==> src/rtl/iterative_restoring_divider_if.sv <==
// Request/response bundle for iterative_restoring_divider.
// signed_i exists only when DIVIDER_SIGNED_EN is defined.
interface iterative_restoring_divider_if #(
  parameter int DATA_WIDTH = 8
);
  logic [DATA_WIDTH-1:0] dividend_i;
  logic [DATA_WIDTH-1:0] divisor_i;
  logic                  data_valid_i;
  logic                  ready_o;
  logic [DATA_WIDTH-1:0] quotient_o;
  logic [DATA_WIDTH-1:0] remainder_o;
  logic                  divide_by_zero_o;
  logic                  data_valid_o;
`ifdef DIVIDER_SIGNED_EN
  logic                  signed_i;

  modport master (
    output dividend_i, divisor_i, data_valid_i, signed_i,
    input  ready_o, quotient_o, remainder_o, divide_by_zero_o, data_valid_o
  );
  modport slave (
    input  dividend_i, divisor_i, data_valid_i, signed_i,
    output ready_o, quotient_o, remainder_o, divide_by_zero_o, data_valid_o
  );
`else
  modport master (
    output dividend_i, divisor_i, data_valid_i,
    input  ready_o, quotient_o, remainder_o, divide_by_zero_o, data_valid_o
  );
  modport slave (
    input  dividend_i, divisor_i, data_valid_i,
    output ready_o, quotient_o, remainder_o, divide_by_zero_o, data_valid_o
  );
`endif
endinterface

==> src/rtl/iterative_restoring_divider.sv <==
// Iterative restoring divider, BITS_PER_CYCLE quotient bits per clock, one op in flight.
// Optional signed operation is enabled by defining DIVIDER_SIGNED_EN.

// One restoring step: shift in a dividend bit, trial-subtract, keep or restore.
module iterative_restoring_divider_step #(
  parameter int W = 8
) (
  input  logic [W:0]   rem_in,
  input  logic         bit_in,
  input  logic [W-1:0] divisor,
  output logic [W:0]   rem_out,
  output logic         q_bit
);
  logic [W+1:0] diff;

  assign diff    = {rem_in, bit_in} - {2'b00, divisor};
  assign q_bit   = ~diff[W+1];
  assign rem_out = q_bit ? diff[W:0] : {rem_in[W-1:0], bit_in};
endmodule

module iterative_restoring_divider #(
  parameter int DATA_WIDTH     = 8,
  parameter int BITS_PER_CYCLE = 2
) (
  input  logic                        clk_i,
  input  logic                        rst_i,
  iterative_restoring_divider_if.slave bus
);
  localparam int W   = DATA_WIDTH;
  localparam int BPC = BITS_PER_CYCLE;
  localparam int N   = W / BPC;
  localparam int CW  = $clog2(N + 1);

  localparam logic [1:0] IDLE   = 2'd0;
  localparam logic [1:0] DIVIDE = 2'd1;
  localparam logic [1:0] DONE   = 2'd2;

  logic [1:0]    state;
  logic [CW-1:0] cnt;
  logic [W-1:0]  dvd_q;
  logic [W-1:0]  dvs_q;
  logic [W:0]    rem_q;
  logic [W-1:0]  quo_q;
  logic [W-1:0]  quotient;
  logic [W-1:0]  remainder;
  logic          dbz;

  logic [BPC:0][W:0] rem_chain;
  logic [BPC-1:0]    qbits;
  logic [W-1:0]      quo_nxt;
  logic [W-1:0]      dvd_nxt;
  logic [W-1:0]      q_final;
  logic [W-1:0]      r_final;
  logic [W-1:0]      dvd_mag;
  logic [W-1:0]      dvs_mag;

  assign rem_chain[0] = rem_q;

  // Chained steps consume dividend bits MSB-first; first step yields the oldest quotient bit.
  for (genvar k = 0; k < BPC; k++) begin : g_step
    iterative_restoring_divider_step #(.W(W)) u_step (
      .rem_in  (rem_chain[k]),
      .bit_in  (dvd_q[W-1-k]),
      .divisor (dvs_q),
      .rem_out (rem_chain[k+1]),
      .q_bit   (qbits[BPC-1-k])
    );
  end

  assign quo_nxt = (quo_q << BPC) | W'(qbits);
  assign dvd_nxt = dvd_q << BPC;

`ifdef DIVIDER_SIGNED_EN
  logic neg_q;
  logic neg_r;
  logic sgn_in;

  assign sgn_in  = bus.signed_i;
  assign dvd_mag = (sgn_in && bus.dividend_i[W-1]) ? -bus.dividend_i : bus.dividend_i;
  assign dvs_mag = (sgn_in && bus.divisor_i[W-1])  ? -bus.divisor_i  : bus.divisor_i;
  // Magnitude quotient of -2^(W-1)/-1 is 2^(W-1), which already reads back as -2^(W-1).
  assign q_final = neg_q ? -quo_nxt : quo_nxt;
  assign r_final = neg_r ? -rem_chain[BPC][W-1:0] : rem_chain[BPC][W-1:0];

  always_ff @(posedge clk_i) begin
    if (rst_i) begin
      neg_q <= 1'b0;
      neg_r <= 1'b0;
    end else if (state == IDLE && bus.data_valid_i) begin
      neg_q <= sgn_in & (bus.dividend_i[W-1] ^ bus.divisor_i[W-1]);
      neg_r <= sgn_in & bus.dividend_i[W-1];
    end
  end
`else
  assign dvd_mag = bus.dividend_i;
  assign dvs_mag = bus.divisor_i;
  assign q_final = quo_nxt;
  assign r_final = rem_chain[BPC][W-1:0];
`endif

  always_ff @(posedge clk_i) begin
    if (rst_i) begin
      state     <= IDLE;
      cnt       <= '0;
      dvd_q     <= '0;
      dvs_q     <= '0;
      rem_q     <= '0;
      quo_q     <= '0;
      quotient  <= '0;
      remainder <= '0;
      dbz       <= 1'b0;
    end else begin
      case (state)
        IDLE: begin
          if (bus.data_valid_i) begin
            dvd_q <= dvd_mag;
            dvs_q <= dvs_mag;
            rem_q <= '0;
            quo_q <= '0;
            cnt   <= '0;
            if (bus.divisor_i == '0) begin
              // Raw dividend, not the magnitude, is returned on divide by zero.
              quotient  <= '1;
              remainder <= bus.dividend_i;
              dbz       <= 1'b1;
              state     <= DONE;
            end else begin
              state <= DIVIDE;
            end
          end
        end
        DIVIDE: begin
          rem_q <= rem_chain[BPC];
          quo_q <= quo_nxt;
          dvd_q <= dvd_nxt;
          cnt   <= cnt + CW'(1);
          if (cnt == CW'(N - 1)) begin
            quotient  <= q_final;
            remainder <= r_final;
            dbz       <= 1'b0;
            state     <= DONE;
          end
        end
        DONE:    state <= IDLE;
        default: state <= IDLE;
      endcase
    end
  end

  assign bus.ready_o          = (state == IDLE);
  assign bus.data_valid_o     = (state == DONE);
  assign bus.quotient_o       = quotient;
  assign bus.remainder_o      = remainder;
  assign bus.divide_by_zero_o = dbz;
endmodule
==> src/flat_wrapper.sv <==
// flat-port wrapper written by rule: the top's interface ports become plain ports
module iterative_restoring_divider_flat 
#(
  parameter int DATA_WIDTH     = 8,
  parameter int BITS_PER_CYCLE = 2
)
  (clk_i, rst_i, bus_dividend_i, bus_divisor_i, bus_data_valid_i, bus_ready_o, bus_quotient_o, bus_remainder_o, bus_divide_by_zero_o, bus_data_valid_o);
  iterative_restoring_divider_if #(.DATA_WIDTH(DATA_WIDTH)) bus_i ();
  input  logic clk_i;
  input  logic rst_i;
  input wire logic [$bits(bus_i.dividend_i)-1:0] bus_dividend_i;
  input wire logic [$bits(bus_i.divisor_i)-1:0] bus_divisor_i;
  input wire logic [$bits(bus_i.data_valid_i)-1:0] bus_data_valid_i;
  output wire logic [$bits(bus_i.ready_o)-1:0] bus_ready_o;
  output wire logic [$bits(bus_i.quotient_o)-1:0] bus_quotient_o;
  output wire logic [$bits(bus_i.remainder_o)-1:0] bus_remainder_o;
  output wire logic [$bits(bus_i.divide_by_zero_o)-1:0] bus_divide_by_zero_o;
  output wire logic [$bits(bus_i.data_valid_o)-1:0] bus_data_valid_o;
  assign bus_i.dividend_i = bus_dividend_i;
  assign bus_i.divisor_i = bus_divisor_i;
  assign bus_i.data_valid_i = bus_data_valid_i;
  assign bus_ready_o = bus_i.ready_o;
  assign bus_quotient_o = bus_i.quotient_o;
  assign bus_remainder_o = bus_i.remainder_o;
  assign bus_divide_by_zero_o = bus_i.divide_by_zero_o;
  assign bus_data_valid_o = bus_i.data_valid_o;
  iterative_restoring_divider #(.DATA_WIDTH(DATA_WIDTH), .BITS_PER_CYCLE(BITS_PER_CYCLE)) u_core (.clk_i(clk_i), .rst_i(rst_i), .bus(bus_i));
endmodule
==> config.mk <==
export PLATFORM = sky130hd
export DESIGN_NAME = iterative_restoring_divider_flat
export DESIGN_NICKNAME = d
export VERILOG_FILES = /design/src/rtl/iterative_restoring_divider_if.sv /design/src/rtl/iterative_restoring_divider.sv /design/src/flat_wrapper.sv
export SDC_FILE = /design/constraint.sdc
export NUM_CORES = 1
export LEC_CHECK = 0
export BUFFER_PORTS_ARGS = -buffer_cell sky130_fd_sc_hd__buf_4
export CORE_ASPECT_RATIO = 0.6
export CORE_MARGIN = 1
export CORE_UTILIZATION = 58
export CTS_CLUSTER_SIZE = 28
export DETAILED_ROUTE_END_ITERATION = 6
export MAX_ROUTING_LAYER = met4
export PLACE_DENSITY = 0.88
export SYNTH_ARGS = -nofsm -noshare
export SYNTH_HDL_FRONTEND = slang
export SYNTH_SLANG_ARGS = --single-unit
==> constraint.sdc <==
create_clock -name clk_i -period 5.3 [get_ports clk_i]
set_clock_uncertainty 0.05 [all_clocks]
set_input_delay 1.06 -clock clk_i [delete_from_list [all_inputs] [get_ports clk_i]]
set_output_delay 1.06 -clock clk_i [all_outputs]
set_load 0.03 [all_outputs]
==> reports/qor.txt <==
Result of the run: finished, final reports clean
Delay contributed by the slowest stage of the critical path: 0.64 ns
Xor and xnor area share after synthesis: 0.0364
Share of synthesized cell area in and, or, nand and nor gates: 0.265
Number of max-cap violations: 0
Aggregate global routing overflow: 0
Die Span Y: 58.6 µm
Post-layout util: 0.685
Highest Clock Rate: 220 MHz
Post-CTS resize count: 0
Post-route setup TNS: 0 ns
Slowest library cell on the worst path: sky130_fd_sc_hd__xnor2_2
Number of filler cells placed in the layout: 418
Total via count after detailed routing: 2,818
Final setup violation count: 0
Worst-skew pair later-pin latency: 0.32 ns
IR Drop Worst-Case VDD: 0.287 mV
Number of optimization iterations in the first detailed-route pass: 4
Biggest fanout along the worst timing path: 13
Routed Antenna Nets: 0
Synth area leaders: sky130_fd_sc_hd__dfxtp_1 (34%), sky130_fd_sc_hd__nor2_1 (8.6%), sky130_fd_sc_hd__ha_1 (7.3%)
Number of synthesized register bits: 53
Initial antenna violation count: 0
HPWL Detailed: 5.74 mm
Final Cycle Share: 0.858
Top-area cell type share of the netlist area: 0.343
Yosys warnings: 0
Number of levels the H-tree was split into: 2
Number of flops mapped to enable cells by yosys: 0
Sequential share of the synthesized area: 0.343
Post-DR wirelength/cell: 15.7 µm
CTS sink count: 53
Cell area after synthesis: 0.00309 mm²
Cell taking the most area after synthesis: sky130_fd_sc_hd__dfxtp_1
Number of DRC markers in iteration 0: 196
Critical path required time: 5.46 ns
Post-placement worst setup slack: 0.828 ns
Area growth, synth to finish: 13.1%
Top cell types by occurrence after synthesis: sky130_fd_sc_hd__nor2_1 (71), sky130_fd_sc_hd__dfxtp_1 (53), sky130_fd_sc_hd__nand2_1 (35)
Top flip-flop cell by instance count after synthesis: sky130_fd_sc_hd__dfxtp_1
Crit path arrival time: 4.70 ns
Final weighted congestion of routability-driven global placement: 0.854
Final #Nets: 454
Number of antenna diodes: 0
FF/Latch Area: 0.00106 mm²
Number of buffers on the longest clock path: 2
Horizontal extent of the die: 96.3 µm
Number of distinct standard cells referenced by the synthesized netlist: 53
Number of DRC violations after detailed routing: 0
Via count of the first global-routing pass: 2,498
Core ar.: 0.00510 mm²
CTS Root Cell: sky130_fd_sc_hd__clkbuf_8
Post-route setup slack: 0.753 ns
Mean instance size in the synthesized netlist: 7.99 µm²
Class of the worst hold path: register to register
First-pass GRT wire length: 12.4 mm
RSZ-0062 raised after global routing: no
Num ports: 38
Crit path max-delay family: compound AO/OA/AOI/OAI gates
Worst Path Buf+Inv: 2
Static power due to leakage: 1.44 nW
Clock tree from TritonCTS: yes
Compound-gate portion of the synthesized area: 0.191
Die area: 0.00564 mm²
Largest family of logic cells by synthesized area: simple AND/OR/NAND/NOR gates
Quantity of I/O buffers inserted on ports: 37
Critical Path, Cell by Cell: inv_1 -> ha_1 -> nand2b_1 -> a21oi_1 -> a21oi_2 -> xnor2_2 -> nand2_1 -> o21ai_1 -> inv_1 -> ha_1 -> nor2b_1 -> o21ai_1 -> a21oi_1 -> o211ai_1 -> nor2b_1 -> nand3_4 -> nand2_4 -> mux2i_1 -> o221ai_1
Final Critical Period: 4.55 ns
Post-Synthesis Net Count: 426
Critical Path Source Type: register
Slew margin rel.: 0.466
Proportion of register bits with asynchronous set or reset after synthesis: 0
Hold violation count in the final report: 0
Post-CTS setup repair buffer count: 0
CTS Hold Bufs: 0
Most common cell in the netlist: sky130_fd_sc_hd__nor2_1
Total length of routed wires: 7.59 mm
Number of pins with negative max-slew slack in the final report: 0
Power density cells: 594 mW/mm²
Largest net degree at the start of global routing: 57
Clock buffer count from CTS: 5
Multiplexer fraction of the synthesized cell area: 0.0344
Kind of end point of the critical path: register
Critical path class: register to register
Reg clk slew, reported paths: 0.11 ns
Routed vias/inst: 5.85
Transition at the pin with the smallest max-transition slack: 0.797 ns
Overall routing resource usage: 0.303
Share of final-layout standard cells stronger than drive strength 1: 0.159
Initial core utilization: 0.606
Area of the multi-input gates: 0.00190 mm²
Number of standard-cell rows in the floorplan: 20
Syn Inst Count: 387
Post-synthesis adder-cell area fraction: 0.0858
==> state kept, by name (all words and copies together), names as in the netlist <==
name,cells
u_core.bus.divide_by_zero_o,1
u_core.quo_q,6
u_core.rem_q,9
u_core.dvd_q,8
u_core.bus.quotient_o,8
u_core.dvs_q,8
u_core.state,2
u_core.cnt,3
u_core.bus.remainder_o,8
==> worst register-to-register path, delay by kind of cell, from the launching register on <==
family	cells	cell delay (ns)
buffers and inverters	2	0.20
adders and majority gates	2	0.56
AOI/OAI and AO/OA	7	1.33
muxes	1	0.33
and+or+nand+nor	6	0.93
xor gates and xnor gates	1	0.64
DFF	1	0.39
==> placed cells by master, fill, tap and decap left out, types with 4 or more instances in the layout <==
cell                       netlist  final
sky130_fd_sc_hd__clkbuf_8        0      5
sky130_fd_sc_hd__mux2i_1         5      5
sky130_fd_sc_hd__a211oi_1        7      7
sky130_fd_sc_hd__nor3_1         16     16
sky130_fd_sc_hd__a22oi_1         9      9
sky130_fd_sc_hd__nor2_1         71     71
sky130_fd_sc_hd__buf_4           0     40
sky130_fd_sc_hd__nor2b_1        12     12
sky130_fd_sc_hd__xnor2_1         8      8
sky130_fd_sc_hd__ha_1           18     18
sky130_fd_sc_hd__o21ai_1        10     10
sky130_fd_sc_hd__nand2b_1        9      9
sky130_fd_sc_hd__inv_1          17     17
sky130_fd_sc_hd__a21oi_1        33     32
sky130_fd_sc_hd__dfxtp_1        53     53
sky130_fd_sc_hd__mux2_1          4      4
sky130_fd_sc_hd__nand2_1        35     35
==> worst paths after layout <==
| kind | from | to | slack, ns | cells after the start |
|---|---|---|---|---|
| worst max-delay path | u_core.dvs_q[1] | u_core.bus.remainder_o[2] | 0.75 | 19 |
| worst min-delay path | u_core.dvs_q[4] | u_core.dvs_q[4] | 0.41 | 2 |
| worst max register to register | u_core.dvs_q[1] | u_core.bus.remainder_o[2] | 0.75 | 19 |
| worst min register to register | u_core.dvs_q[4] | u_core.dvs_q[4] | 0.41 | 2 |
==> layer usage <==
layer / global-route usage / vias to the layer above / part of all wire
li1: - / 1398 / -
met1: 0.428 / 1313 / 0.49
met2: 0.434 / 95 / 0.43
met3: 0.0672 / 12 / 0.060
met4: 0.0810 / 0 / 0.014
met5: - / - / 0
==> logic make-up after synthesis <==
logic type	Yosys count
buffers and inverters	36
adder cells (fa/ha/maj)	20
AND/OR/NAND/NOR	169
multiplexers	10
flip-flops	53
XOR/XNOR	12
AO/OA/AOI/OAI	87
==> area by class of cell <==
class | count | share of cell area
timing repair buffer | 40 | 0.0858
tap | 66 | 0.0236
inverter | 17 | 0.0182
multi-input combinational | 298 | 0.542
sequential | 53 | 0.303
clock buffer | 5 | 0.0197
clock inverter | 3 | 0.00715
==> per-stage QoR <==
| stage | instances | hold slack (ns) | total power, mW | instance area (µm²) |
|---|---|---|---|---|
| 6_report | 482 | 0.414 | 2.08 | 3500 |
| 5_1_grt | 482 | 0.433 | 2.22 | 3500 |
| 4_1_cts | 482 | 0.414 | 2.06 | 3500 |
| 3_5_place_dp | 474 | 0.400 | 1.81 | 3400 |
| 3_3_place_gp | 474 | 0.394 | 1.79 | 3400 |
| 2_1_floorplan | 387 | 0.386 | 1.55 | 3090 |
==> power breakdown <==
group / switching, mW / internal [mW]
Combinational: 0.823 / 0.556
Sequential: 0.0271 / 0.428
Clock: 0.147 / 0.0957
(Power assumes the default switching activity.)
